==> src/rtl/game_retract_stack_pkg.sv <==
// Shared definitions for the Sokoban undo history: board/snapshot widths and the
// per-cycle operation decode used by the retract stack.
package game_retract_stack_pkg;

   localparam int unsigned BOARD_CELLS = 64;
   localparam int unsigned MAN_W       = 6;
   // Snapshots are packed {box, man}, box in the MSBs, matching game_controller game_state.
   localparam int unsigned SNAP_W      = BOARD_CELLS + MAN_W;

   typedef enum logic [1:0] {
      OpIdle,
      OpClear,
      OpPop,
      OpPush
   } op_e;

   // Priority clear > pop > push; a pop on an empty history is a no-op and swallows the push.
   function automatic op_e decode_op(input logic clear, input logic push, input logic pop,
                                     input logic empty);
      if (clear)          return OpClear;
      if (pop && !empty)  return OpPop;
      if (pop)            return OpIdle;
      if (push)           return OpPush;
      return OpIdle;
   endfunction

endpackage

==> src/rtl/game_retract_stack_if.sv <==
// Controller-facing bundle of the undo history: push/pop requests, the snapshot to store,
// and the restored snapshot with its status outputs.
interface game_retract_stack_if #(
   parameter int unsigned DEPTH = 16,
   parameter int unsigned BOX_W = 64,
   parameter int unsigned MAN_W = 6
);
   localparam int unsigned DEPTH_W = $clog2(DEPTH) + 1;

   logic               clear;
   logic               push;
   logic               pop;
   logic [BOX_W-1:0]   cur_box;
   logic [MAN_W-1:0]   cur_man;
   logic [BOX_W-1:0]   prev_box;
   logic [MAN_W-1:0]   prev_man;
   logic               pop_valid;
   logic               real_retract;
   logic [DEPTH_W-1:0] depth;
   logic               push_drop;

   modport master (
      output clear, push, pop, cur_box, cur_man,
      input  prev_box, prev_man, pop_valid, real_retract, depth, push_drop
   );

   modport slave (
      input  clear, push, pop, cur_box, cur_man,
      output prev_box, prev_man, pop_valid, real_retract, depth, push_drop
   );

endinterface

==> src/rtl/game_history_ram.sv <==
// Snapshot storage for the undo history: one write port and one registered read port,
// shaped so synthesis maps it onto block or distributed RAM.
module game_history_ram
   import game_retract_stack_pkg::*;
#(
   parameter int unsigned DEPTH = 16,
   parameter int unsigned WIDTH = SNAP_W
) (
   input  logic                       i_clk,
   input  logic                       i_we,
   input  logic [$clog2(DEPTH)-1:0]   i_waddr,
   input  logic [WIDTH-1:0]           i_wdata,
   input  logic                       i_re,
   input  logic [$clog2(DEPTH)-1:0]   i_raddr,
   output logic [WIDTH-1:0]           o_rdata
);

   logic [WIDTH-1:0] r_mem [DEPTH];
   logic [WIDTH-1:0] r_rdata;

   always_ff @(posedge i_clk) begin
      if (i_we) begin
         r_mem[i_waddr] <= i_wdata;
      end
   end

   always_ff @(posedge i_clk) begin
      if (i_re) begin
         r_rdata <= r_mem[i_raddr];
      end
   end

   assign o_rdata = r_rdata;

endmodule

==> src/rtl/game_retract_stack.sv <==
// Undo history for the Sokoban core: ring buffer of {box,man} snapshots that overwrites the
// oldest entry when full and returns the newest one a cycle after each retract request.
module game_retract_stack
   import game_retract_stack_pkg::*;
#(
   parameter int unsigned DEPTH = 16,
   parameter int unsigned BOX_W = BOARD_CELLS,
   parameter int unsigned MAN_W = 6
) (
   input  logic                  i_clk,
   input  logic                  i_reset,
   game_retract_stack_if.slave   bus
);

   localparam int unsigned AW = $clog2(DEPTH);
   localparam int unsigned DW = AW + 1;
   localparam int unsigned SW = BOX_W + MAN_W;

   op_e           w_op;
   logic [AW-1:0] r_top;
   logic [AW-1:0] w_top_d;
   logic [AW-1:0] w_rd_addr;
   logic [DW-1:0] r_depth;
   logic [DW-1:0] w_depth_d;
   logic          w_we;
   logic          w_re;
   logic [SW-1:0] w_wdata;
   logic [SW-1:0] w_rdata;
   logic [SW-1:0] r_prev;
   logic          r_pop_valid;
   logic          r_push_drop;
   logic          r_real_retract;

   assign w_wdata   = {bus.cur_box, bus.cur_man};
   assign w_rd_addr = r_top - AW'(1);

   always_comb begin
      w_op      = decode_op(bus.clear, bus.push, bus.pop, r_depth == '0);
      w_top_d   = r_top;
      w_depth_d = r_depth;
      w_we      = 1'b0;
      w_re      = 1'b0;
      unique case (w_op)
         OpIdle: ;
         OpClear: begin
            w_top_d   = '0;
            w_depth_d = '0;
         end
         OpPop: begin
            w_re      = 1'b1;
            w_top_d   = r_top - AW'(1);
            w_depth_d = r_depth - DW'(1);
         end
         OpPush: begin
            // When full, the slot at top is the oldest entry, so writing there overwrites it.
            w_we      = 1'b1;
            w_top_d   = r_top + AW'(1);
            w_depth_d = (r_depth == DW'(DEPTH)) ? r_depth : r_depth + DW'(1);
         end
      endcase
   end

   always_ff @(posedge i_clk) begin
      if (i_reset) begin
         r_top          <= '0;
         r_depth        <= '0;
         r_pop_valid    <= 1'b0;
         r_push_drop    <= 1'b0;
         r_real_retract <= 1'b0;
         r_prev         <= '0;
      end else begin
         r_top          <= w_top_d;
         r_depth        <= w_depth_d;
         r_pop_valid    <= (w_op == OpPop);
         r_push_drop    <= (w_op == OpPop) && bus.push;
         r_real_retract <= (w_depth_d != '0);
         if (w_op == OpClear) begin
            r_prev <= '0;
         end else if (r_pop_valid) begin
            r_prev <= w_rdata;
         end
      end
   end

   game_history_ram #(
      .DEPTH (DEPTH),
      .WIDTH (SW)
   ) u_ram (
      .i_clk   (i_clk),
      .i_we    (w_we),
      .i_waddr (r_top),
      .i_wdata (w_wdata),
      .i_re    (w_re),
      .i_raddr (w_rd_addr),
      .o_rdata (w_rdata)
   );

   // The RAM read register carries the snapshot during the pop_valid cycle; r_prev holds it after.
   assign {bus.prev_box, bus.prev_man} = r_pop_valid ? w_rdata : r_prev;
   assign bus.pop_valid    = r_pop_valid;
   assign bus.push_drop    = r_push_drop;
   assign bus.real_retract = r_real_retract;
   assign bus.depth        = r_depth;

endmodule

==> src/flat_wrapper.sv <==
// flat-port wrapper written by rule: the top's interface ports become plain ports
module game_retract_stack_flat import game_retract_stack_pkg::*;
#(
   parameter int unsigned DEPTH = 16,
   parameter int unsigned BOX_W = BOARD_CELLS,
   parameter int unsigned MAN_W = 6
)
  (i_clk, i_reset, bus_clear, bus_push, bus_pop, bus_cur_box, bus_cur_man, bus_prev_box, bus_prev_man, bus_pop_valid, bus_real_retract, bus_depth, bus_push_drop);
  game_retract_stack_if #(.DEPTH(DEPTH), .BOX_W(BOX_W), .MAN_W(MAN_W)) bus_i ();
  input  logic i_clk;
  input  logic i_reset;
  input wire logic [$bits(bus_i.clear)-1:0] bus_clear;
  input wire logic [$bits(bus_i.push)-1:0] bus_push;
  input wire logic [$bits(bus_i.pop)-1:0] bus_pop;
  input wire logic [$bits(bus_i.cur_box)-1:0] bus_cur_box;
  input wire logic [$bits(bus_i.cur_man)-1:0] bus_cur_man;
  output wire logic [$bits(bus_i.prev_box)-1:0] bus_prev_box;
  output wire logic [$bits(bus_i.prev_man)-1:0] bus_prev_man;
  output wire logic [$bits(bus_i.pop_valid)-1:0] bus_pop_valid;
  output wire logic [$bits(bus_i.real_retract)-1:0] bus_real_retract;
  output wire logic [$bits(bus_i.depth)-1:0] bus_depth;
  output wire logic [$bits(bus_i.push_drop)-1:0] bus_push_drop;
  assign bus_i.clear = bus_clear;
  assign bus_i.push = bus_push;
  assign bus_i.pop = bus_pop;
  assign bus_i.cur_box = bus_cur_box;
  assign bus_i.cur_man = bus_cur_man;
  assign bus_prev_box = bus_i.prev_box;
  assign bus_prev_man = bus_i.prev_man;
  assign bus_pop_valid = bus_i.pop_valid;
  assign bus_real_retract = bus_i.real_retract;
  assign bus_depth = bus_i.depth;
  assign bus_push_drop = bus_i.push_drop;
  game_retract_stack #(.DEPTH(DEPTH), .BOX_W(BOX_W), .MAN_W(MAN_W)) u_core (.i_clk(i_clk), .i_reset(i_reset), .bus(bus_i));
endmodule
==> config.mk <==
export PLATFORM = sky130hd
export DESIGN_NAME = game_retract_stack_flat
export DESIGN_NICKNAME = d
export VERILOG_FILES = /design/src/rtl/game_retract_stack_pkg.sv /design/src/rtl/game_retract_stack_if.sv /design/src/rtl/game_history_ram.sv /design/src/rtl/game_retract_stack.sv /design/src/flat_wrapper.sv
export SDC_FILE = /design/constraint.sdc
export NUM_CORES = 1
export LEC_CHECK = 0
export CORE_UTILIZATION = 37
export DETAILED_ROUTE_END_ITERATION = 6
export PLACE_DENSITY = 0.65
export REMOVE_ABC_BUFFERS = 1
export SLEW_MARGIN = 20
export SYNTH_ARGS = -nofsm -noshare
export SYNTH_HDL_FRONTEND = slang
export SYNTH_SLANG_ARGS = --single-unit
export TNS_END_PERCENT = 1
==> constraint.sdc <==
create_clock -name i_clk -period 10.5 [get_ports i_clk]
set_clock_uncertainty 0.15 [all_clocks]
set_input_delay 2.625 -clock i_clk [delete_from_list [all_inputs] [get_ports i_clk]]
set_output_delay 2.625 -clock i_clk [all_outputs]
set_load 0.01 [all_outputs]
==> results of run 1 <==
## registers in the layout, summed over array words and instances, names as in the netlist
| signal | cells |
|---|---|
| u_core.bus.depth | 5 |
| u_core.u_ram.o_rdata | 70 |
| u_core.u_ram.r_mem | 1120 |
| u_core.r_top | 4 |
| u_core.r_prev | 70 |
| u_core.bus.push_drop | 1 |
| u_core.bus.pop_valid | 1 |
| u_core.bus.real_retract | 1 |
## through the flow
step	setup TNS, ns	hold WS (ns)	setup WS (ns)	std cells
after floorplan	-6020.96	0.408	-9.70	1863
after global placement	0	0.402	4.27	3709
after detailed placement	0	0.409	4.05	3709
after CTS	0	0.426	4.48	3946
after global routing	0	0.450	4.43	3949
final	0	0.424	4.62	3950
## per-layer routing
layer | global-route usage (%) | share of wire (%)
met1 | 22.5 | 45
met3 | 3.62 | 6.8
met2 | 23.7 | 47
met4 | 3.85 | 1.7
met5 | 0 | 0.048
## area by class of cell
type | instances | area share (%)
timing repair buffer | 187 | 3.37
multi-input combinational | 584 | 17.7
sequential | 1272 | 67.3
clock inverter | 60 | 1.14
clock buffer | 177 | 6.68
tap | 1662 | 3.74
antenna | 1 | 0.00450
inverter | 7 | 0.0473
## cell families after synthesis
| family | count (synthesis) | synth area share [%] |
|---|---|---|
| xor gates and xnor gates | 7 | 0.129 |
| buffers and inverters | 107 | 1.18 |
| and+or+nand+nor | 126 | 1.52 |
| adders and majority gates | 7 | 0.184 |
| muxes | 420 | 18.2 |
| AOI/OAI and AO/OA | 24 | 0.347 |
| DFF | 1272 | 78.4 |
## Yosys cell counts, types with 2 or more instances
library cell  instances  area [um2]
xnor2_1               4        35.0
nor3b_1               2        15.0
mux4_2              350        7880
edfxtp_1           1190       35700
nor2_1               22        82.6
buf_6                10         113
o2bb2ai_1             2        17.5
a21oi_1               6        30.0
o21ai_1               3        15.0
dfxtp_1              82        1640
nand4_1               3        18.8
nand2b_1              5        31.3
inv_1                 7        26.3
clkbuf_1             52         195
xor2_1                3        26.3
o21ai_0               2        10.0
nor2b_1              70         438
ha_1                  7        87.6
mux2_1               57         642
nand2_1              10        37.5
buf_4                20         150
buf_1                 8        30.0
mux2_2               13         146
buf_2                10        50.1
nor3_1                6        30.0
## worst max path at each step
stage,endpoint,startpoint,slack (ns)
after global routing,bus_prev_man[1],u_core.bus.pop_valid,4.43
after floorplan,u_core.u_ram.o_rdata[0],u_core.r_top[0],-9.70
final,bus_prev_man[1],u_core.bus.pop_valid,4.62
after CTS,bus_prev_man[1],u_core.bus.pop_valid,4.48
after detailed placement,u_core.u_ram.r_mem[15][28],bus_pop,4.05
after global placement,u_core.u_ram.r_mem[15][28],bus_pop,4.27
## tightest hold or removal path, stage by stage, from the launching register on
cell,delay (ns)
dfxtp_1,0.30
mux2_1,0.13
nor2b_1,0.11
## power breakdown
part | switching, mW | leakage, nW | internal [mW]
logic | 0.410 | 3.44 | 0.358
registers | 0.0238 | 11.4 | 5.60
clock network | 1.90 | 2.12 | 2.75
total | 2.33 | 16.9 | 8.71
==> results.sh, run 1 <==
export IMPL_start_util_pct=37.3
export IMPL_report_final_setup_viol=0
export IMPL_cts_root_buf="clkbuf_16"
export IMPL_ff2ff_setup_slack_ns=6.05
export IMPL_place_congestion=0.772
export IMPL_cp_data_required_time_ns=7.73
export IMPL_cts_path_max_buffers=3
export IMPL_gr_total_overflow=0
export IMPL_rr_endpoint="u_core.u_ram.o_rdata[3]"
export IMPL_final_cell_mix="edfxtp_1 (1190), mux4_2 (350), clkdlybuf4s50_1 (152), clkbuf_16 (142), dfxtp_1 (80)"
export IMPL_layout_commonest_cell="edfxtp_1"
export IMPL_first_pass_iters=7
export IMPL_worstHoldEndpoint="u_core.r_prev[41]"
export IMPL_finish_instance_area_um2=55600
export IMPL_clock_sinks=1272
export IMPL_seq_area_um2=37400
export IMPL_finalWirelength_mm=100
export IMPL_postCtsSetupRepairBufs=0
export IMPL_p_leak_nw=16.9
export IMPL_die_w_um=361
export IMPL_drive_gt1_share_pct=26.7
export IMPL_finalHoldViolations=0
export IMPL_yosysUniqueCellTypes=44
export IMPL_worstPathArrival_ns=3.11
export IMPL_io_pins=153
export IMPL_tightest_slew_ns=1.13
export IMPL_path_buf_inv=2
export IMPL_min_delay_path_depth=2
export IMPL_fin_nets=2267
export IMPL_wl_per_cell_um=25.4
export IMPL_syn_avg_cell_area_um2=24.3
export IMPL_fp_dieArea_um2=130000
export IMPL_htreeDepth=4
export IMPL_drv_cap=0
export IMPL_start_kind="flop"
export IMPL_powerDensity_nw_per_um2=199
export IMPL_fill_cells=10502
export IMPL_cp_end_kind="output port"
export IMPL_max_freq_mhz=170
export IMPL_path_class="flop to output port"
export IMPL_synthCells=1963
export IMPL_grt_antenna_before_repair=9
export IMPL_relSlewSlack_pct=24.5
export IMPL_power_mw=11.0
export IMPL_period_needed_ns=5.88
export IMPL_dr_total_vias=20916
export IMPL_synth_edf_count=1190
export IMPL_die_h_um=361
export IMPL_area_growth_pct=16.6
export IMPL_cp_top_family="buffers and inverters"
export IMPL_r2r_start="u_core.r_top[0]"
export IMPL_holdCritPathClass="flop to flop"
export IMPL_place_area_um2=51100
export IMPL_synth_ff_type="edfxtp_1"
export IMPL_cts_made_buffers=133
export IMPL_routed_via_density=5.30
export IMPL_num_rows=131
export IMPL_path_cells="buf_4, mux2_2, clkdlybuf4s50_1"
export IMPL_yosysSeqAreaShare_pct=78.4
export IMPL_initialDrtViolationCount=2007
export IMPL_clock_latency_ns=0.75
export IMPL_slowest_delay_ns=0.69
export IMPL_synthArstFlopShare_pct=0
export IMPL_cts_repair_resized=0
export IMPL_r2r_cells=5
export IMPL_grt_max_degree=156
export IMPL_port_buffers=152
export IMPL_multi_input_area_um2=9860
export IMPL_hp_start="u_core.r_prev[41]"
export IMPL_drc=0
export IMPL_slew_viol_final=0
export IMPL_worstPathMaxFanout=38
export IMPL_outcome="complete, no violations"
export IMPL_antenna_left=0
export IMPL_netlist_area_um2=47600
export IMPL_core_um2=128000
export IMPL_grt_pass1_wl_mm=149
export IMPL_tritoncts="done"
export IMPL_crit_cells=3
export IMPL_slowest_stage="dfxtp_4"
export IMPL_fin_crit_sh_pct=56.0
export IMPL_cts_hold_buf=0
export IMPL_dp_hpwl_mm=56.8
export IMPL_grt_setup_unrepaired="no"
export IMPL_final_core_util_pct=43.5
export IMPL_ir_worst_vdd_uv=159
export IMPL_grt_pass1_vias=21532
export IMPL_clkTransAtPathRegs_ns=0.06
export IMPL_synth_seq_cells=1272
export IMPL_grt_usage_pct=15.5
export IMPL_yosysWarnings=0
No activity file was read; power rests on OpenSTA's default activity.
==> run 2: changes to the inputs <==
Settings changed: PLACE_DENSITY 0.65 to 0.67.
Clock period 10.5 ns to 4.8 ns, I/O delays scaled along.
==> run 2 against run 1 <==
Compared with the run above:
- flip-flop and latch count unchanged
- sequential share of layout area shrank 0.20 points
- cell area rose by 0.30%
- worst setup slack got worse by 4.1 ns
- via count fell by 0.76%
- die area did not move
- critical path depth is the same
- routed wire length decreased by 2.1%
- combinational power increased by 120%
- global-route usage decreased by 0.28 points
- highest routed layer unchanged
- largest cell class unchanged
==> results.sh, run 2 (synthesis gave the netlist of run 1 again) <==
export IMPL_die_w_um=361
export IMPL_htreeDepth=4
export IMPL_power_frac_seq_pct=51.6
export IMPL_path_buf_inv=2
export IMPL_outcome="complete, no violations"
export IMPL_final_setup_tns_ns=0
export IMPL_dp_hpwl_mm=54.0
export IMPL_largest_reg_flops=1120
export IMPL_wl_per_cell_um=24.8
export IMPL_wl_met2_mm=48.5
export IMPL_routed_via_density=5.24
export IMPL_finalWirelength_mm=98.0
export IMPL_max_freq_mhz=236
export IMPL_startpoint="u_core.bus.pop_valid"
export IMPL_grt_pass1_wl_mm=147
export IMPL_drive_gt1_share_pct=27.1
export IMPL_cp_top_family="buffers and inverters"
export IMPL_fp_dieArea_um2=130000
export IMPL_area_growth_pct=17.0
export IMPL_ff2ff_setup_slack_ns=1.48
export IMPL_relSlewSlack_pct=25.7
export IMPL_finish_instance_area_um2=55700
export IMPL_combPwrFrac_pct=7.1
export IMPL_die_h_um=361
export IMPL_fin_crit_sh_pct=88.4
export IMPL_slew_viol_final=0
export IMPL_slowest_stage="dfxtp_4"
export IMPL_worstSetupEndpoint="bus_prev_man[4]"
export IMPL_initialDrtViolationCount=2071
export IMPL_grt_usage_pct=15.3
export IMPL_clock_latency_ns=0.75
export IMPL_num_rows=131
export IMPL_largest_register="u_core.u_ram.r_mem"
export IMPL_r2r_cells=5
export IMPL_period_needed_ns=4.24
export IMPL_grt_pass1_vias=21893
export IMPL_io_pins=153
export IMPL_fin_ws_ns=0.557
export IMPL_grt_max_degree=110
export IMPL_dr_total_vias=20758
export IMPL_final_cell_mix="edfxtp_1 (1190), mux4_2 (350), clkdlybuf4s50_1 (152), clkbuf_16 (140), dfxtp_1 (80)"
export IMPL_clock_power_share_pct=41.4
export IMPL_routed_top_layer="met5"
export IMPL_place_congestion=0.760
export IMPL_path_cells="buf_4, mux2_1, clkdlybuf4s50_1"
export IMPL_drv_cap=0
export IMPL_drt_met1_wl_mm=41.5
export IMPL_power_mw=23.8
export IMPL_grt_antenna_before_repair=10
export IMPL_p_sw_mw=5.05
export IMPL_layout_commonest_cell="edfxtp_1"
export IMPL_start_util_pct=37.3
export IMPL_cp_end_kind="output port"
export IMPL_tritoncts="done"
export IMPL_cts_root_buf="clkbuf_16"
export IMPL_worstPathMaxFanout=36
export IMPL_worstPathArrival_ns=2.89
export IMPL_drc=0
export IMPL_place_area_um2=51500
export IMPL_cts_path_max_buffers=3
export IMPL_port_buffers=152
export IMPL_p_leak_nw=17.0
export IMPL_r2r_start="u_core.r_top[1]"
export IMPL_path_class="flop to output port"
export IMPL_post_place_ws_ns=0.596
export IMPL_tightest_slew_ns=1.11
export IMPL_diodes=0
export IMPL_report_final_setup_viol=0
export IMPL_powerDensity_nw_per_um2=428
export IMPL_cts_made_buffers=133
export IMPL_clock_sinks=1272
export IMPL_ir_worst_vdd_uv=355
export IMPL_grt_setup_unrepaired="no"
export IMPL_holdCritPathClass="flop to flop"
export IMPL_cts_repair_resized=0
export IMPL_crit_cells=3
export IMPL_cp_data_required_time_ns=3.45
export IMPL_wl_met3_mm=6.23
export IMPL_switching_share_pct=21.2
export IMPL_core_um2=128000
export IMPL_start_kind="flop"
export IMPL_finalHoldViolations=0
export IMPL_clkTransAtPathRegs_ns=0.05
export IMPL_power_internal_mw=18.8
export IMPL_first_pass_iters=5
export IMPL_slowest_delay_ns=0.78
export IMPL_cts_hold_buf=0
export IMPL_postCtsSetupRepairBufs=0
export IMPL_gr_total_overflow=0
export IMPL_fin_nets=2280
export IMPL_antenna_left=0
export IMPL_rr_endpoint="u_core.u_ram.o_rdata[66]"
==> run 2: cell count changes in the layout (fill, tap and decap cells not counted), sizes merged <==
cell	change
buf	+13
clkbuf	-8
diode	-1
bufinv	-3
clkinv	+8
inv	-1
clkinvlp	+1
==> run 2: worst register-to-register path: stages, from the launching register on <==
cell     delay (ns)
dfxtp_1        0.57
inv_1          0.20
ha_4           0.72
buf_12         0.38
mux4_2         0.45
mux4_2         0.56
==> run 2: worst min path at each step <==
stage	slack, ns	end	depth (start not counted)	from
after global routing	0.46	u_core.r_prev[26]	2	u_core.r_prev[26]
after global placement	0.40	u_core.r_prev[43]	2	u_core.r_prev[43]
final	0.42	u_core.r_prev[45]	2	u_core.r_prev[45]
after detailed placement	0.41	u_core.r_prev[25]	2	u_core.r_prev[25]
after CTS	0.43	u_core.r_prev[25]	2	u_core.r_prev[25]
after floorplan	0.41	u_core.r_top[3]	2	u_core.r_top[3]
==> run 2: power by group through the flow <==
stage / logic (mW) / registers, mW / clock network [mW]
final: 1.69 / 12.3 / 9.86
after global routing: 1.81 / 12.3 / 10.5
after CTS: 1.73 / 12.3 / 10.1
after detailed placement: 1.72 / 12.5 / 0
after global placement: 1.69 / 12.5 / 0
after floorplan: 1.41 / 12.6 / 0
==> run 2: layout make-up <==
class,instances,area [um2]
well taps,1662,2080
clock inverters,65,564
fillers,10493,71900
repair buffers,200,2190
multi-input cells,584,9860
inverters,7,26.3
clock buffers,169,3630
flip-flops and latches,1272,37400
==> run 2: per-layer routing <==
layer,global-route usage (%),vias up
met5,0,-
met4,4.49,12
met3,3.36,132
met2,24.8,636
met1,20.6,11164
li1,-,8814
==> run 2: stage by stage <==
stage	utilization, %	instances	hold slack [ns]
floorplan	-	1863	0.408
global placement	40.4	3725	0.404
detailed placement	40.4	3725	0.413
CTS	43.7	3959	0.432
global route	43.7	3959	0.456
finish	43.7	3959	0.424
==> run 3: changes to the inputs <==
Settings changed: CAP_MARGIN set to 20.
==> results of run 3 <==
The final DEF is identical to that of run 2; final timing and power are the same.
